File: src/rtl/ccsds_spi_frame_fetcher.sv
`default_nettype none
// ============================================================================
// Module      : ccsds_spi_frame_fetcher
// Description : AXI4-Lite master that drives an AXI Quad SPI slave, collects
//               CADU_BYTES bytes from its RX FIFO into a frame and hands it on.
// Revision    : 1.0 - initial release
// ============================================================================
module ccsds_spi_frame_fetcher #(
    parameter int          CADU_BYTES    = 4,
    parameter logic [31:0] SPI_BASE_ADDR = 32'h44A0_0000,
    parameter int          POLL_TIMEOUT  = 1024,
    parameter logic [7:0]  RSP_START     = 8'h69,
    parameter logic [7:0]  RSP_OKAY      = 8'h34,
    parameter logic [7:0]  CMD_RST       = 8'h22
) (
    input  logic                    m00_axi_aclk,
    input  logic                    m00_axi_aresetn,
    output logic [31:0]             m00_axi_awaddr,
    output logic [2:0]              m00_axi_awprot,
    output logic                    m00_axi_awvalid,
    input  logic                    m00_axi_awready,
    output logic [31:0]             m00_axi_wdata,
    output logic [3:0]              m00_axi_wstrb,
    output logic                    m00_axi_wvalid,
    input  logic                    m00_axi_wready,
    input  logic [1:0]              m00_axi_bresp,
    input  logic                    m00_axi_bvalid,
    output logic                    m00_axi_bready,
    output logic [31:0]             m00_axi_araddr,
    output logic [2:0]              m00_axi_arprot,
    output logic                    m00_axi_arvalid,
    input  logic                    m00_axi_arready,
    input  logic [31:0]             m00_axi_rdata,
    input  logic [1:0]              m00_axi_rresp,
    input  logic                    m00_axi_rvalid,
    output logic                    m00_axi_rready,
    output logic [CADU_BYTES*8-1:0] frame_o,
    output logic                    frame_valid_o,
    input  logic                    frame_ready_i,
    output logic [3:0]              fsm_state_o,
    output logic                    timeout_o,
    output logic                    bus_err_o
);

    localparam int c_FRAME_W = CADU_BYTES * 8;
    localparam int c_BYTE_W  = $clog2(CADU_BYTES + 1);
    localparam int c_POLL_W  = $clog2(POLL_TIMEOUT + 1);

    localparam logic [c_BYTE_W-1:0] c_LAST_BYTE = c_BYTE_W'(CADU_BYTES - 1);
    localparam logic [c_BYTE_W-1:0] c_BYTE_MAX  = c_BYTE_W'(CADU_BYTES);
    localparam logic [c_POLL_W-1:0] c_POLL_MAX  = c_POLL_W'(POLL_TIMEOUT);

    localparam logic [31:0] c_ADDR_SPICR  = SPI_BASE_ADDR + 32'h60;
    localparam logic [31:0] c_ADDR_IPIER  = SPI_BASE_ADDR + 32'h28;
    localparam logic [31:0] c_ADDR_DGIER  = SPI_BASE_ADDR + 32'h1C;
    localparam logic [31:0] c_ADDR_SPISR  = SPI_BASE_ADDR + 32'h64;
    localparam logic [31:0] c_ADDR_SPIDTR = SPI_BASE_ADDR + 32'h68;
    localparam logic [31:0] c_ADDR_SPIDRR = SPI_BASE_ADDR + 32'h6C;

    typedef enum logic [3:0] {
        ST_INIT_CR    = 4'd0,
        ST_INIT_IPIER = 4'd1,
        ST_INIT_DGIER = 4'd2,
        ST_SEND_START = 4'd3,
        ST_POLL_SR    = 4'd4,
        ST_READ_DRR   = 4'd5,
        ST_FRAME_OUT  = 4'd6,
        ST_SEND_ACK   = 4'd7,
        ST_FIFO_RST   = 4'd8
    } state_t;

    state_t r_state;
    state_t w_next;

    logic                 r_awvalid, r_wvalid, r_bready, r_arvalid, r_rready;
    logic [31:0]          r_awaddr, r_wdata, r_araddr;
    logic [c_FRAME_W-1:0] r_frame;
    logic                 r_frame_valid;
    logic                 r_timeout;
    logic                 r_bus_err;
    logic [c_BYTE_W-1:0]  r_byte_cnt;
    logic [c_POLL_W-1:0]  r_poll_cnt;

    logic                 w_idle, w_wr_done, w_rd_done;
    logic                 w_start_wr, w_start_rd;
    logic [31:0]          w_addr, w_data;
    logic                 w_shift, w_inc_byte, w_clr_cnt, w_inc_poll, w_clr_poll, w_timeout;
    logic [c_POLL_W-1:0]  w_poll_inc;
    logic [7:0]           w_rx_byte;
    logic [c_FRAME_W-1:0] w_frame_shifted;
    logic                 w_unused_rdata;

    assign w_idle     = !(r_awvalid || r_wvalid || r_bready || r_arvalid || r_rready);
    assign w_wr_done  = r_bready && m00_axi_bvalid;
    assign w_rd_done  = r_rready && m00_axi_rvalid;
    assign w_rx_byte  = m00_axi_rdata[7:0];
    assign w_poll_inc = (r_poll_cnt == c_POLL_MAX) ? r_poll_cnt : r_poll_cnt + 1'b1;
    assign w_unused_rdata = &{1'b0, m00_axi_rdata[31:8]};

    // New bytes enter at the LSB end so the first byte ends up in the MSBs.
    generate
        if (CADU_BYTES == 1) begin : g_shift_single
            assign w_frame_shifted = w_rx_byte;
        end else begin : g_shift_multi
            assign w_frame_shifted = {r_frame[c_FRAME_W-9:0], w_rx_byte};
        end
    endgenerate

    always_ff @(posedge m00_axi_aclk or negedge m00_axi_aresetn) begin
        if (!m00_axi_aresetn) begin
            r_state <= ST_INIT_CR;
        end else begin
            r_state <= w_next;
        end
    end

    always_comb begin
        w_next     = r_state;
        w_start_wr = 1'b0;
        w_start_rd = 1'b0;
        w_addr     = c_ADDR_SPICR;
        w_data     = 32'h0000_0182;
        w_shift    = 1'b0;
        w_inc_byte = 1'b0;
        w_clr_cnt  = 1'b0;
        w_inc_poll = 1'b0;
        w_clr_poll = 1'b0;
        w_timeout  = 1'b0;
        case (r_state)
            ST_INIT_CR: begin
                w_start_wr = w_idle;
                if (w_wr_done) w_next = ST_INIT_IPIER;
            end
            ST_INIT_IPIER: begin
                w_start_wr = w_idle;
                w_addr     = c_ADDR_IPIER;
                w_data     = 32'h0000_0100;
                if (w_wr_done) w_next = ST_INIT_DGIER;
            end
            ST_INIT_DGIER: begin
                w_start_wr = w_idle;
                w_addr     = c_ADDR_DGIER;
                w_data     = 32'h8000_0000;
                if (w_wr_done) w_next = ST_SEND_START;
            end
            ST_SEND_START: begin
                w_start_wr = w_idle;
                w_addr     = c_ADDR_SPIDTR;
                w_data     = {24'h0, RSP_START};
                w_clr_cnt  = 1'b1;
                if (w_wr_done) w_next = ST_POLL_SR;
            end
            ST_POLL_SR: begin
                w_start_rd = w_idle;
                w_addr     = c_ADDR_SPISR;
                if (w_rd_done) begin
                    if (m00_axi_rdata[0]) begin
                        w_inc_poll = 1'b1;
                        if (w_poll_inc == c_POLL_MAX) begin
                            w_timeout = 1'b1;
                            w_next    = ST_FIFO_RST;
                        end
                    end else begin
                        w_clr_poll = 1'b1;
                        w_next     = ST_READ_DRR;
                    end
                end
            end
            ST_READ_DRR: begin
                w_start_rd = w_idle;
                w_addr     = c_ADDR_SPIDRR;
                if (w_rd_done) begin
                    // A restart command is only honoured as the first byte of a frame.
                    if ((r_byte_cnt == '0) && (w_rx_byte == CMD_RST)) begin
                        w_next = ST_FIFO_RST;
                    end else begin
                        w_shift    = 1'b1;
                        w_inc_byte = 1'b1;
                        w_next     = (r_byte_cnt == c_LAST_BYTE) ? ST_FRAME_OUT : ST_POLL_SR;
                    end
                end
            end
            ST_FRAME_OUT: begin
                if (r_frame_valid && frame_ready_i) w_next = ST_SEND_ACK;
            end
            ST_SEND_ACK: begin
                w_start_wr = w_idle;
                w_addr     = c_ADDR_SPIDTR;
                w_data     = {24'h0, RSP_OKAY};
                if (w_wr_done) begin
                    w_clr_cnt = 1'b1;
                    w_next    = ST_POLL_SR;
                end
            end
            ST_FIFO_RST: begin
                w_start_wr = w_idle;
                w_data     = 32'h0000_01E2;
                if (w_wr_done) w_next = ST_SEND_START;
            end
            default: begin
                w_next = ST_INIT_CR;
            end
        endcase
    end

    // Single-outstanding AXI engine: a write completes when B is accepted,
    // a read when R is accepted.
    always_ff @(posedge m00_axi_aclk or negedge m00_axi_aresetn) begin
        if (!m00_axi_aresetn) begin
            r_awvalid <= 1'b0;
            r_wvalid  <= 1'b0;
            r_bready  <= 1'b0;
            r_arvalid <= 1'b0;
            r_rready  <= 1'b0;
            r_awaddr  <= '0;
            r_wdata   <= '0;
            r_araddr  <= '0;
        end else begin
            if (w_start_wr) begin
                r_awaddr  <= w_addr;
                r_wdata   <= w_data;
                r_awvalid <= 1'b1;
                r_wvalid  <= 1'b1;
            end else begin
                if (r_awvalid && m00_axi_awready) r_awvalid <= 1'b0;
                if (r_wvalid && m00_axi_wready)   r_wvalid  <= 1'b0;
                if ((r_awvalid || r_wvalid) &&
                    !(r_awvalid && !m00_axi_awready) &&
                    !(r_wvalid && !m00_axi_wready)) begin
                    r_bready <= 1'b1;
                end
                if (w_wr_done) r_bready <= 1'b0;
            end
            if (w_start_rd) begin
                r_araddr  <= w_addr;
                r_arvalid <= 1'b1;
            end else begin
                if (r_arvalid && m00_axi_arready) begin
                    r_arvalid <= 1'b0;
                    r_rready  <= 1'b1;
                end
                if (w_rd_done) r_rready <= 1'b0;
            end
        end
    end

    always_ff @(posedge m00_axi_aclk or negedge m00_axi_aresetn) begin
        if (!m00_axi_aresetn) begin
            r_frame       <= '0;
            r_frame_valid <= 1'b0;
            r_timeout     <= 1'b0;
            r_bus_err     <= 1'b0;
            r_byte_cnt    <= '0;
            r_poll_cnt    <= '0;
        end else begin
            if (w_shift) r_frame <= w_frame_shifted;
            r_frame_valid <= (w_next == ST_FRAME_OUT);
            r_timeout     <= w_timeout;
            if ((w_wr_done && (m00_axi_bresp != 2'b00)) ||
                (w_rd_done && (m00_axi_rresp != 2'b00))) begin
                r_bus_err <= 1'b1;
            end
            if (w_clr_cnt) begin
                r_byte_cnt <= '0;
            end else if (w_inc_byte && (r_byte_cnt != c_BYTE_MAX)) begin
                r_byte_cnt <= r_byte_cnt + 1'b1;
            end
            if (w_clr_cnt || w_clr_poll) begin
                r_poll_cnt <= '0;
            end else if (w_inc_poll) begin
                r_poll_cnt <= w_poll_inc;
            end
        end
    end

    assign m00_axi_awaddr  = r_awaddr;
    assign m00_axi_awprot  = 3'b000;
    assign m00_axi_awvalid = r_awvalid;
    assign m00_axi_wdata   = r_wdata;
    assign m00_axi_wstrb   = 4'hF;
    assign m00_axi_wvalid  = r_wvalid;
    assign m00_axi_bready  = r_bready;
    assign m00_axi_araddr  = r_araddr;
    assign m00_axi_arprot  = 3'b000;
    assign m00_axi_arvalid = r_arvalid;
    assign m00_axi_rready  = r_rready;
    assign frame_o         = r_frame;
    assign frame_valid_o   = r_frame_valid;
    assign fsm_state_o     = r_state;
    assign timeout_o       = r_timeout;
    assign bus_err_o       = r_bus_err;

endmodule
`default_nettype wire

File: config.mk
export PLATFORM = sky130hd
export DESIGN_NAME = ccsds_spi_frame_fetcher
export DESIGN_NICKNAME = d
export VERILOG_FILES = /design/src/rtl/ccsds_spi_frame_fetcher.sv
export SDC_FILE = /design/constraint.sdc
export NUM_CORES = 1
export LEC_CHECK = 0
export ABC_AREA = 1
export BUFFER_PORTS_ARGS = -buffer_cell sky130_fd_sc_hd__buf_2
export CAP_MARGIN = 20
export CORE_AREA = 3 3 102 94
export DETAILED_ROUTE_END_ITERATION = 12
export DIE_AREA = 0 0 105 97
export PLACE_DENSITY_LB_ADDON = 0.05
export SLEW_MARGIN = 20
export SYNTH_ARGS = -nofsm -noshare
export SYNTH_HDL_FRONTEND = slang
export SYNTH_SLANG_ARGS = --single-unit
export TNS_END_PERCENT = 5
File: constraint.sdc
create_clock -name m00_axi_aclk -period 4.5 [get_ports m00_axi_aclk]
set_input_delay 0.675 -clock m00_axi_aclk [delete_from_list [all_inputs] [get_ports m00_axi_aclk]]
set_output_delay 0.675 -clock m00_axi_aclk [all_outputs]
set_load 0.005 [all_outputs]
# [Yosys cells after proc, flatten, opt, wreduce, memory -nomap -nowiden]
# Index checks and enable logic that the tools add are counted.
[totals] regBits=154 in_bits=44 wordCells=121 out_inout_bits=150
[classes] reduce_logical=42 n_mux=46 addsub=2 n_bitwise=2 eq_ne=14
[op_table] operator="32-bit case mux with 5 select lines" count=1
[op_table] operator="4-bit two-way mux" count=10
[op_table] operator="7-bit case mux with 5 select lines" count=1
[op_table] operator="11-bit two-way mux" count=3
[op_table] operator="4-bit case mux with 7 select lines" count=1
[op_table] operator="1-bit two-way mux" count=26
[op_table] operator="11-bit equality test (second input constant)" count=2
[op_table] operator="4-bit by 3-bit equality test with 1-bit output (second input constant)" count=5
[op_table] operator="2-bit nonzero test" count=9
[op_table] operator="1-bit logical AND" count=14
[op_table] operator="11-bit by 1-bit adder with 11-bit output (second input constant)" count=1
[op_table] operator="4-bit by 2-bit equality test with 1-bit output (second input constant)" count=2
[op_table] operator="8-bit by 6-bit equality test with 1-bit output (second input constant)" count=1
[op_table] operator="1-bit logical OR" count=6
[op_table] operator="3-bit two-way mux" count=2
[op_table] operator="2-bit OR reduction" count=3
[op_table] operator="6-bit OR reduction" count=1
[op_table] operator="1-bit logical NOT" count=5
[op_table] operator="4-bit by 1-bit equality test with 1-bit output (second input constant)" count=1
[op_table] operator="4-bit equality test (second input constant)" count=1
[op_table] operator="4-bit logical NOT" count=1
[op_table] operator="2-bit AND reduction" count=2
[op_table] operator="3-bit by 1-bit adder with 3-bit output (second input constant)" count=1
[op_table] operator="3-bit by 2-bit equality test with 1-bit output (second input constant)" count=1
[op_table] operator="other kinds (5)" count=6

# [Depth between registers and ports, before layout]
[logic_depth] word_depth=8 ltp_mapped=13 mapped_depth_nobuf=13

# [Worst setup path before layout]
# OpenSTA, ideal clock, no wires.
[synth_timing] path_kind="in2reg" start="in m00_axi_rdata[0]" end="reg r_frame_valid, in the netlist frame_valid_o" cell_stages=7 setup_slack_ps=2763 arrival_time_ps=1615 path_cell_list="nor4_1 -> nand3_1 -> nand2_4 -> inv_2 -> buf_6 -> nor2_1 -> a21oi_2"
[synth_between] elab_chain_len=6 elab_cells_between_ends=8 classes_between="eq/ne: 2; mux: 5; reduce/logical: 1"
[synth_lines] element="start: declaration" line="33" rtl="input logic [31:0] m00_axi_rdata,"
[synth_lines] element="8-bit by 6-bit equality test with 1-bit output" line="174" rtl="if ((r_byte_cnt == '0) && (w_rx_byte == CMD_RST)) begin"
[synth_lines] element="1-bit logical AND" line="174"
[synth_lines] element="4-bit two-way mux" line="174"
[synth_lines] element="4-bit two-way mux" line="172" rtl="if (w_rd_done) begin"
[synth_lines] element="4-bit case mux with 7 select lines *" line="129" rtl="case (r_state)"
[synth_lines] element="4-bit by 3-bit equality test with 1-bit output *" line="257" rtl="r_frame_valid <= (w_next == ST_FRAME_OUT);"
[synth_lines] element="end signal: assignment" line="257"
[synth_lines] element="end: declaration" line="78" rtl="logic r_frame_valid;"
# Every way passes the cells marked *; elsewhere a longest branch is shown, timed or not.
# A chain may end at the register's enable or synchronous reset.

# [Worst setup path after layout]
[layout_timing] start="in m00_axi_rdata[0]" end="reg r_state[2], in the netlist fsm_state_o[2]"
[layout_between] elab_chain_len=5 elab_cells_between_ends=7 classes_between="eq/ne: 1; mux: 5; reduce/logical: 1"
[layout_lines] element="8-bit by 6-bit equality test with 1-bit output" line="174"
[layout_lines] element="1-bit logical AND" line="174"
[layout_lines] element="4-bit two-way mux" line="174"
[layout_lines] element="4-bit two-way mux" line="172"
[layout_lines] element="4-bit case mux with 7 select lines *" line="129"
[layout_lines] element="net w_next[2]" line="73" rtl="state_t w_next;"
[layout_lines] element="end signal: assignment" line="113" rtl="r_state <= w_next;"
[layout_lines] element="end: declaration" line="72" rtl="state_t r_state;"
# Mark *: on every way through the listed nets, which the timed path passes. The rest lies on a longest branch.

==> results.cfg <==
[status]
status = completed

[route]
vias_per_cell = 4.491
drcViolationCount = 0
totalWireLength_um = 8926
ant_nets = 0
wl_per_cell_um = 12.05
drt_iter0_drc = 171
firstDrtPassIters = 6
num_vias = 3328

[clock_network]
cts_htree_levels = 3
cts_resized = 0
cts_buffer_depth = 2
cts_tree = yes
clock-root-buffer = clkbuf_8
cts_hold_buf = 0
cts.sinks = 77
numCtsBuffers = 9
path_clk_slew_ns = 0.08
insertion_delay_ns = 0.34
postCtsSetupBuffers = 0

[global_route]
grt.total_usage_pct = 17.35
grt_pass1_vias = 3109
antenna_found_initial = 0
grt_first_pass_wirelength_um = 14740
grt_overflow = 0
grt_max_degree = 78

[placed_design]
portBuffers = 91
pre_cts_ws_ns = 1.885
gp_congestion = 0.8615
dp.final_hpwl_um = 6603

[floorplanning]
coreArea_mm2 = 0.008568
start_util_pct = 50.42
die-area_mm2 = 0.01019
ios = 194
die_h_um = 97
core.rowCount = 32
die_w_um = 105

[sta]
fin_skew_ns = 0.009432
drv_slew = 0
setup_violations = 0
tightest_slew_ns = 0.9509
tns_ns = 0
rsz0062_at_grt = false
fin_crit_sh_pct = 50.03
period_minus_slack_ns = 2.251
fmax_mhz = 444.2
finalHoldViolations = 0
worst_slack_ns = 2.249
relSlewSlack_pct = 36.60

[final_layout]
syn_to_final_growth_pct = 8.746
nFillCells = 880
nets = 666
final_util_pct = 54.83
layout.cells.most_common_list = nand2_1, buf_2, conb_1
drive_gt1_share_pct = 22.99
final_common_cell = nand2_1
diodes = 0

[critical_path]
cp-start-kind = input port
rr_startpoint = fsm_state_o[3]
rr_endpoint = frame_valid_o
r2r_slack_ns = 2.38
worstPathArrival_ns = 2.48
cp-endpoint = fsm_state_o[2]
startpoint = m00_axi_rdata[0]
cp-end-kind = flip-flop
path_max_fanout = 37
ff2ff_path_depth = 9
critical_path_class = input port to flip-flop
required_ns = 4.73

[yosys]
synth.distinct_cells = 35
synth_area_leaders = dfrtp_1, buf_4, nand2_1
synth_xor_area_share_pct = 0.7819
synth-seq-cells = 77
synth_warnings = 0
postSynthCellCount = 535
yosysSeqAreaShare_pct = 44.60
synth_top_family_by_area = simple AND/OR/NAND/NOR gates
synth_top_area_share_pct = 44.60
synth.mux.area_fraction_pct = 0
yosys.area_share.simple_pct = 26.01
synth_top_area_cell = dfrtp_1
synth_compound_area_share_pct = 5.502
synth.cell_area_mm2 = 0.004320
synth-adder-area-share_pct = 1.448
postSynthAreaPerCell_um2 = 8.076

[pwr]
power_density_mw_per_mm2 = 469.4
ir_worst_vdd_mv = 0.2124
p_leak_nw = 2.669

[job]
maxCapViolCount = 0

[min_path]
hp-class = flip-flop to flip-flop
## sequential cells by signal, indices dropped and copies added, names as in the netlist, 3 cells and up
register        flops
frame_o            32
fsm_state_o         4
m00_axi_wdata       7
m00_axi_araddr      6
m00_axi_awaddr      6
r_byte_cnt          3
r_poll_cnt         11
## layout make-up
type / count / area, um2 / area share [%]
sequential: 77 / 1927 / 41.01
multi-input combinational: 382 / 1750 / 37.26
timing repair buffer: 91 / 457.9 / 9.747
inverter: 56 / 210.2 / 4.474
tap: 119 / 148.9 / 3.169
clock buffer: 9 / 123.9 / 2.636
clock inverter: 7 / 80.08 / 1.704
## power by group
part / switching [mW] / internal (mW) / leakage, nW
logic: 0.407 / 0.274 / 1.55
registers: 0.128 / 0.850 / 1.01
clock network: 0.280 / 0.265 / 0.103
## cell usage after synthesis
cell type / number
buf_2: 4
buf_6: 2
nand2_2: 5
o31ai_2: 1
o21bai_1: 2
nor2_4: 5
o22ai_1: 8
or2_2: 5
xnor2_1: 1
a31oi_1: 4
nand2_1: 155
nand3_2: 2
o221ai_1: 1
nor2_1: 44
a21oi_2: 2
ha_1: 5
xor2_2: 1
buf_4: 90
inv_1: 48
xor2_1: 1
dfrtp_1: 77
o21ai_0: 11
a21oi_1: 2
o21ai_2: 1
nand2_4: 1
nand3_1: 22
o21ai_1: 4
nor3b_2: 1
nand4_1: 4
o211ai_1: 2
nor4_1: 3
inv_2: 8
nor3_1: 7
conb_1: 2
nor2_2: 4
## routing by layer
metal	global-route usage (%)	vias to the layer above	routed length, um
met5	0	-	0
met4	3.229	0	40
met3	3.936	4	558
met2	28.42	113	4149
met1	23.82	1539	4178
li1	-	1672	-
## through the flow
stage                     area [um2]  instances  total power, mW  hold WS [ns]
after global placement          4494        725            1.661        0.4470
final                           4698        741            2.205        0.4671
after global routing            4698        741            2.376        0.5064
after detailed placement        4494        725            1.677        0.4513
after floorplan                 4606        611            1.475        0.3794
after CTS                       4698        741            2.231        0.4740
## worst min path at each step
stage / startpoint / depth (start not counted) / end
after floorplan: m00_axi_aresetn / 0 / bus_err_o
after global placement: m00_axi_araddr[6] / 1 / m00_axi_araddr[6]
after CTS: m00_axi_araddr[6] / 1 / m00_axi_araddr[6]
after detailed placement: m00_axi_araddr[6] / 1 / m00_axi_araddr[6]
final: bus_err_o / 2 / bus_err_o
after global routing: m00_axi_araddr[2] / 1 / m00_axi_araddr[2]
## worst max-delay path: stages
cell     delay, ns
buf_2         0.13
nor4_1        0.40
nand3_1       0.25
nand2_4       0.37
inv_2         0.32
nor2_1        0.24
nand2_1       0.07
## cells by family after synthesis
logic type,Yosys count
AOI/OAI and AO/OA,38
and+or+nand+nor,258
other,2
DFF,77
xor gates and xnor gates,3
buffers and inverters,152
adders and majority gates,5
Note: power is estimated with default switching activity, not from simulation.
